`src/rtl/video_timing_pattern_gen.sv`:
```
// Programmable raster timing generator with selectable test patterns.
// Emits a registered vde/hsync/vsync/RGB888 pixel stream, plus frame-start and busy flags.
module video_timing_pattern_gen #(
    parameter int H_ACTIVE = 1920,
    parameter int H_FP     = 88,
    parameter int H_SYNC   = 44,
    parameter int H_BP     = 148,
    parameter int V_ACTIVE = 1080,
    parameter int V_FP     = 4,
    parameter int V_SYNC   = 5,
    parameter int V_BP     = 36,
    parameter int BAR_W    = H_ACTIVE / 8
) (
    input  logic        i_clk,
    input  logic        i_rstn,
    input  logic        i_en,
    input  logic [1:0]  i_pattern,
    input  logic [23:0] i_solid_rgb,
    output logic        o_vid_vde,
    output logic        o_vid_hsync,
    output logic        o_vid_vsync,
    output logic [23:0] o_vid_data,
    output logic        o_frame_start,
    output logic        o_busy
);

    localparam logic [11:0] H_TOTAL     = 12'(H_SYNC + H_BP + H_ACTIVE + H_FP);
    localparam logic [11:0] V_TOTAL     = 12'(V_SYNC + V_BP + V_ACTIVE + V_FP);
    localparam logic [11:0] H_SYNC_W    = 12'(H_SYNC);
    localparam logic [11:0] V_SYNC_W    = 12'(V_SYNC);
    localparam logic [11:0] H_ACT_START = 12'(H_SYNC + H_BP);
    localparam logic [11:0] H_ACT_END   = 12'(H_SYNC + H_BP + H_ACTIVE);
    localparam logic [11:0] V_ACT_START = 12'(V_SYNC + V_BP);
    localparam logic [11:0] V_ACT_END   = 12'(V_SYNC + V_BP + V_ACTIVE);
    localparam logic [11:0] BAR_LAST    = 12'(BAR_W - 1);

    typedef enum logic [1:0] {
        ST_IDLE  = 2'd0,
        ST_RUN   = 2'd1,
        ST_DRAIN = 2'd2
    } state_t;

    function automatic logic [23:0] bar_colour(input logic [2:0] idx);
        logic [23:0] rgb;
        case (idx)
            3'd0:    rgb = 24'hFFFFFF;
            3'd1:    rgb = 24'hFFFF00;
            3'd2:    rgb = 24'h00FFFF;
            3'd3:    rgb = 24'h00FF00;
            3'd4:    rgb = 24'hFF00FF;
            3'd5:    rgb = 24'hFF0000;
            3'd6:    rgb = 24'h0000FF;
            default: rgb = 24'h000000;
        endcase
        return rgb;
    endfunction

    state_t      state_q, state_d;
    logic [11:0] h_q, h_d, v_q, v_d;
    logic [1:0]  pat_q, pat_d;
    logic [23:0] solid_q, solid_d;
    logic [2:0]  bar_idx_q, bar_idx_d;
    logic [11:0] bar_px_q, bar_px_d;
    logic        vde_q, vde_d, hsync_q, hsync_d, vsync_q, vsync_d;
    logic        fs_q, fs_d, busy_q, busy_d;
    logic [23:0] data_q, data_d;

    logic        run_s, frame_end_s, h_act_s, v_act_s, checker_s;
    logic [7:0]  gray_s;
    logic [23:0] pixel_s;

    // Next-state, counter, pattern latch and pixel computation.
    always_comb begin
        state_d   = state_q;
        h_d       = 12'd0;
        v_d       = 12'd0;
        pat_d     = pat_q;
        solid_d   = solid_q;
        bar_idx_d = 3'd0;
        bar_px_d  = 12'd0;
        pixel_s   = 24'h000000;

        run_s       = (state_q != ST_IDLE);
        frame_end_s = run_s && (h_q == H_TOTAL - 12'd1) && (v_q == V_TOTAL - 12'd1);
        h_act_s     = (h_q >= H_ACT_START) && (h_q < H_ACT_END);
        v_act_s     = (v_q >= V_ACT_START) && (v_q < V_ACT_END);
        gray_s      = 8'((h_q - H_ACT_START) >> 3);
        checker_s   = 1'(((h_q - H_ACT_START) ^ (v_q - V_ACT_START)) >> 6);

        // A stop request landing exactly on the last pixel needs no drain frame.
        case (state_q)
            ST_IDLE:  if (i_en) state_d = ST_RUN; else state_d = ST_IDLE;
            ST_RUN:   if (i_en) state_d = ST_RUN;
                      else if (frame_end_s) state_d = ST_IDLE;
                      else state_d = ST_DRAIN;
            ST_DRAIN: if (i_en) state_d = ST_RUN;
                      else if (frame_end_s) state_d = ST_IDLE;
                      else state_d = ST_DRAIN;
            default:  state_d = ST_IDLE;
        endcase

        if (run_s) begin
            if (h_q == H_TOTAL - 12'd1) begin
                h_d = 12'd0;
                v_d = (v_q == V_TOTAL - 12'd1) ? 12'd0 : v_q + 12'd1;
            end else begin
                h_d = h_q + 12'd1;
                v_d = v_q;
            end
        end else begin
            h_d = 12'd0;
            v_d = 12'd0;
        end

        if (run_s && (h_q == 12'd0) && (v_q == 12'd0)) begin
            pat_d   = i_pattern;
            solid_d = i_solid_rgb;
        end else begin
            pat_d   = pat_q;
            solid_d = solid_q;
        end

        // Bar counter restarts outside the active span so x=0 always begins at bar 0.
        if (h_act_s) begin
            if (bar_px_q == BAR_LAST) begin
                bar_px_d  = 12'd0;
                bar_idx_d = (bar_idx_q == 3'd7) ? 3'd7 : bar_idx_q + 3'd1;
            end else begin
                bar_px_d  = bar_px_q + 12'd1;
                bar_idx_d = bar_idx_q;
            end
        end else begin
            bar_px_d  = 12'd0;
            bar_idx_d = 3'd0;
        end

        case (pat_q)
            2'd0:    pixel_s = bar_colour(bar_idx_q);
            2'd1:    pixel_s = {gray_s, gray_s, gray_s};
            2'd2:    pixel_s = solid_q;
            2'd3:    pixel_s = checker_s ? 24'hFFFFFF : 24'h000000;
            default: pixel_s = 24'h000000;
        endcase

        vde_d   = run_s && h_act_s && v_act_s;
        data_d  = vde_d ? pixel_s : 24'h000000;
        hsync_d = !(run_s && (h_q < H_SYNC_W));
        vsync_d = !(run_s && (v_q < V_SYNC_W));
        fs_d    = run_s && (h_q == 12'd0) && (v_q == 12'd0);
        busy_d  = run_s;
    end

    // State, counters, latched pattern and output registers.
    always_ff @(posedge i_clk or negedge i_rstn) begin
        if (!i_rstn) begin
            state_q   <= ST_IDLE;
            h_q       <= 12'd0;
            v_q       <= 12'd0;
            pat_q     <= 2'd0;
            solid_q   <= 24'h000000;
            bar_idx_q <= 3'd0;
            bar_px_q  <= 12'd0;
            vde_q     <= 1'b0;
            hsync_q   <= 1'b1;
            vsync_q   <= 1'b1;
            data_q    <= 24'h000000;
            fs_q      <= 1'b0;
            busy_q    <= 1'b0;
        end else begin
            state_q   <= state_d;
            h_q       <= h_d;
            v_q       <= v_d;
            pat_q     <= pat_d;
            solid_q   <= solid_d;
            bar_idx_q <= bar_idx_d;
            bar_px_q  <= bar_px_d;
            vde_q     <= vde_d;
            hsync_q   <= hsync_d;
            vsync_q   <= vsync_d;
            data_q    <= data_d;
            fs_q      <= fs_d;
            busy_q    <= busy_d;
        end
    end

    assign o_vid_vde     = vde_q;
    assign o_vid_hsync   = hsync_q;
    assign o_vid_vsync   = vsync_q;
    assign o_vid_data    = data_q;
    assign o_frame_start = fs_q;
    assign o_busy        = busy_q;

endmodule

```
`config.mk`:
```
export PLATFORM = sky130hd
export DESIGN_NAME = video_timing_pattern_gen
export DESIGN_NICKNAME = d
export VERILOG_FILES = /design/src/rtl/video_timing_pattern_gen.sv
export SDC_FILE = /design/constraint.sdc
export NUM_CORES = 1
export LEC_CHECK = 0
export CORE_MARGIN = 2
export CORE_UTILIZATION = 60
export DETAILED_ROUTE_END_ITERATION = 16
export PLACE_DENSITY = 0.9
export SETUP_SLACK_MARGIN = 0.3
export SLEW_MARGIN = 25
export SYNTH_ARGS = -nofsm -noshare
export SYNTH_HDL_FRONTEND = slang
export SYNTH_SLANG_ARGS = --single-unit
```
`constraint.sdc`:
```
create_clock -name i_clk -period 3.5 [get_ports i_clk]
set_input_delay 0.875 -clock i_clk [delete_from_list [all_inputs] [get_ports i_clk]]
set_output_delay 0.875 -clock i_clk [all_outputs]
set_load 0.1 [all_outputs]
```
==> summary.txt <==
Drt
  • Overall routed net length: 9.58 mm
  • Detailed-route via count: 3403
  • Initial DRC Count: 197
  • Antenna-violating nets left: 0
  • DR pass1 iterations: 4
  • # DRC: 0
  • Drt wl/cell: 16.2 um
  • Vias per cell: 5.74

Synth
  • EDFF count, synth: 0
  • Synth Instances: 438
  • Netlist Area Pre-Place: 4560 sq um
  • Yosys top cell by area: dfrtp_1
  • Synth top area share: 0.516
  • Top post-synthesis cells by area: dfrtp_1 (52%), mux2_2 (6.4%), nor2_1 (4.9%)
  • Synth Flop Type: dfrtp_1
  • Syn_nets: 484
  • Synth Register Bits: 96
  • Post-synthesis sequential area ratio: 0.527
  • Yosys warns: 0
  • Synth unique cells: 44
  • Synthesized area per cell: 10.4 sq um
  • Async SR Flop Fraction: 1.00

Critical path
  • Worst path required time: 3760 ps
  • Reg2reg setup slack: 990 ps
  • Max incr delay on CP: 590 ps
  • Worst path top cell family by delay: simple AND/OR/NAND/NOR gates
  • R2R Path Start: v_q[7]$_DFFE_PN0P_
  • Worst Setup SP: v_q[7]$_DFFE_PN0P_
  • Worst-path cell chain: or4_4 > nor4_1 > nand2b_1 > o21ai_0 > a21o_1
  • Slowest cell on crit path: or4_4
  • Worst EP arrival: 2770 ps
  • CP bufs+invs: 0
  • Max FO, Critical Path: 16
  • Startpoint Class: flip-flop
  • CP endpoint kind: flip-flop
  • Setup Crit Path Kind: flip-flop to flip-flop

CTS
  • Maximum buffer depth of the clock tree: 2
  • CTS sink cnt: 96
  • Clk pin slew, worst setup/hold paths: 100 ps
  • Root Driver: clkbuf_8
  • Latest clock arrival within the worst-skew pair: 360 ps
  • H-Tree Depth: 3
  • Post_cts resized: 0
  • CTS tree: yes
  • Number of setup buffers added after CTS: 0
  • Num CTS Buffers: 9
  • # hold bufs at CTS: 0

Floorplan
  • Die ar.: 8310 sq um
  • Die H: 91.2 um
  • Initial Utilization: 0.625
  • I/O Pins: 58
  • Std-Cell Rows: 31
  • CORE AREA: 7290 sq um
  • Die W: 91.2 um

Timing
  • Worst slew margin: 0.386
  • TNS Setup: 0 ps
  • Fmax: 399 MHz
  • RSZ-0062 raised after global routing: no
  • Crit path time final: 2510 ps
  • Final worst-path cycle share: 0.716
  • Slew of the pin with the lowest slew margin: 922 ps
  • Final slew viol count: 0
  • Final Setup Violations: 0
  • Skew final: 13.4 ps
  • Final Hold Viols: 0

Power and ir drop
  • Sequential power share: 0.453
  • Leakage power total: 2.42 nW
  • Total power: 0.00327 W
  • Power Density: 615 nW/um^2
  • Comb power frac: 0.334
  • Switching share of power: 0.378
  • Int Pwr: 0.00203 W
  • Power share of the clock group: 0.213
  • Peak supply drop: 0.000432 V
  • Switching power: 0.00123 W

Global routing
  • First-pass GRT wire length: 16.4 mm
  • Initial antenna violation count: 0
  • Vias in the first global route: 3449
  • Largest net degree at the start of global routing: 60
  • Total GRT Usage: 0.248
  • Total global routing overflow: 0

Place
  • Port Buffers: 57
  • Final HPWL DP: 6.67 mm
  • RD Place Congestion: 0.892

Finish
  • Layout cells sized above 1: 0.174
  • Area growth, synth to finish: 16.5%
  • Diode count: 0
  • Nets@finish: 535

Min path
  • Min-Delay Path Class: flip-flop to flip-flop
  • Hold_sp: bar_px_q[0]$_DFF_PN0_

Status
  • Outcome: finished clean

Run
  • Max Cap Viol: 0
==> cells in the final DEF, fill, tap and decap left out, types with 19 or more instances in the layout <==
cell type	n
dfrtp_1	94
clkdlybuf4s50_1	27
inv_1	20
o21ai_0	22
nand3_1	19
nor2_1	59
nor3_1	23
buf_4	31
mux2_2	26
nand2_1	21
==> flip-flops by register name (all words and copies together), names as in the netlist <==
signal	flops
o_vid_data	24
o_vid_hsync	1
pat_q	2
o_vid_vde	1
solid_q	24
bar_px_q	12
o_busy	1
o_vid_vsync	1
v_q	12
bar_idx_q	3
h_q	12
o_frame_start	1
state_q	2
==> final cells by class <==
type	instances	area (sq um)
clock buffers	9	124
clock inverters	7	70.1
fillers	499	1980
inverters	20	75.1
multi-input cells	303	1990
flip-flops and latches	96	2400
well taps	99	124
repair buffers	59	523
==> synth_stat cells (all sizes together), types with 3 or more instances <==
cell	number
mux2	26
a21oi	16
ha	17
nor3b	4
o21ai	22
dfrtp	94
inv	20
a21o	7
xnor2	18
nor3	25
nor2	59
or2	4
nor2b	3
xor2	8
or3	5
and3	14
nand3	19
nand4	3
buf	5
a211oi	4
nor4	9
clkbuf	14
nand2	21
==> per-layer routing <==
layer	track usage	vias to the layer above	share of wire
met2	0.415	97	0.51
met5	0	-	0
li1	-	1605	-
met3	0.0656	21	0.061
met4	0.0821	0	0.021
met1	0.316	1680	0.41
==> kinds of logic (layout without fill, tap and decap cells) <==
group / after synthesis / after routing / share of synthesized area
XOR/XNOR: 26 / 26 / 0.0499
adder cells (fa/ha/maj): 17 / 17 / 0.0467
AND/OR/NAND/NOR: 176 / 176 / 0.198
multiplexers: 27 / 27 / 0.0664
flip-flops: 96 / 96 / 0.527
AO/OA/AOI/OAI: 57 / 57 / 0.0752
buffers and inverters: 39 / 95 / 0.0362
==> per-stage QoR <==
stage               hold WS (ps)  setup slack, ps  area, sq um   util  cells
finish                       457              993         5310  0.728    593
global route                 489              834         5310  0.728    593
CTS                          463             1030         5310  0.728    593
detailed placement           450             1060         5120  0.702    577
global placement             437             1230         5120  0.702    577
floorplan                    424             1250         4560      -    438
==> power groups by stage <==
stage / combinational (W) / sequential [W] / clock, W
global placement: 0.00106 / 0.00148 / 0
global route: 0.00117 / 0.00151 / 0.000759
finish: 0.00109 / 0.00148 / 0.000696
detailed placement: 0.00108 / 0.00150 / 0
floorplan: 0.000727 / 0.00160 / 0
CTS: 0.00109 / 0.00148 / 0.000711
==> worst paths after layout <==
kind                                               end  cells past startpoint
worst max-delay path                v_q[5]$_DFFE_PN0P_                      5
worst min-delay path             bar_px_q[0]$_DFF_PN0_                      1
worst max register to register      v_q[5]$_DFFE_PN0P_                      5
worst min register to register   bar_px_q[0]$_DFF_PN0_                      1
max in group asynchronous       bar_px_q[10]$_DFF_PN0_                      2
min in group asynchronous          v_q[11]$_DFFE_PN0P_                      1
==> worst register-to-register path, stage by stage (launching register included) <==
cell and delay (ps):
dfrtp_1 440, or4_4 590, nor4_1 510, nand2b_1 490
o21ai_0 180, a21o_1 200
(Power assumes the default switching activity.)
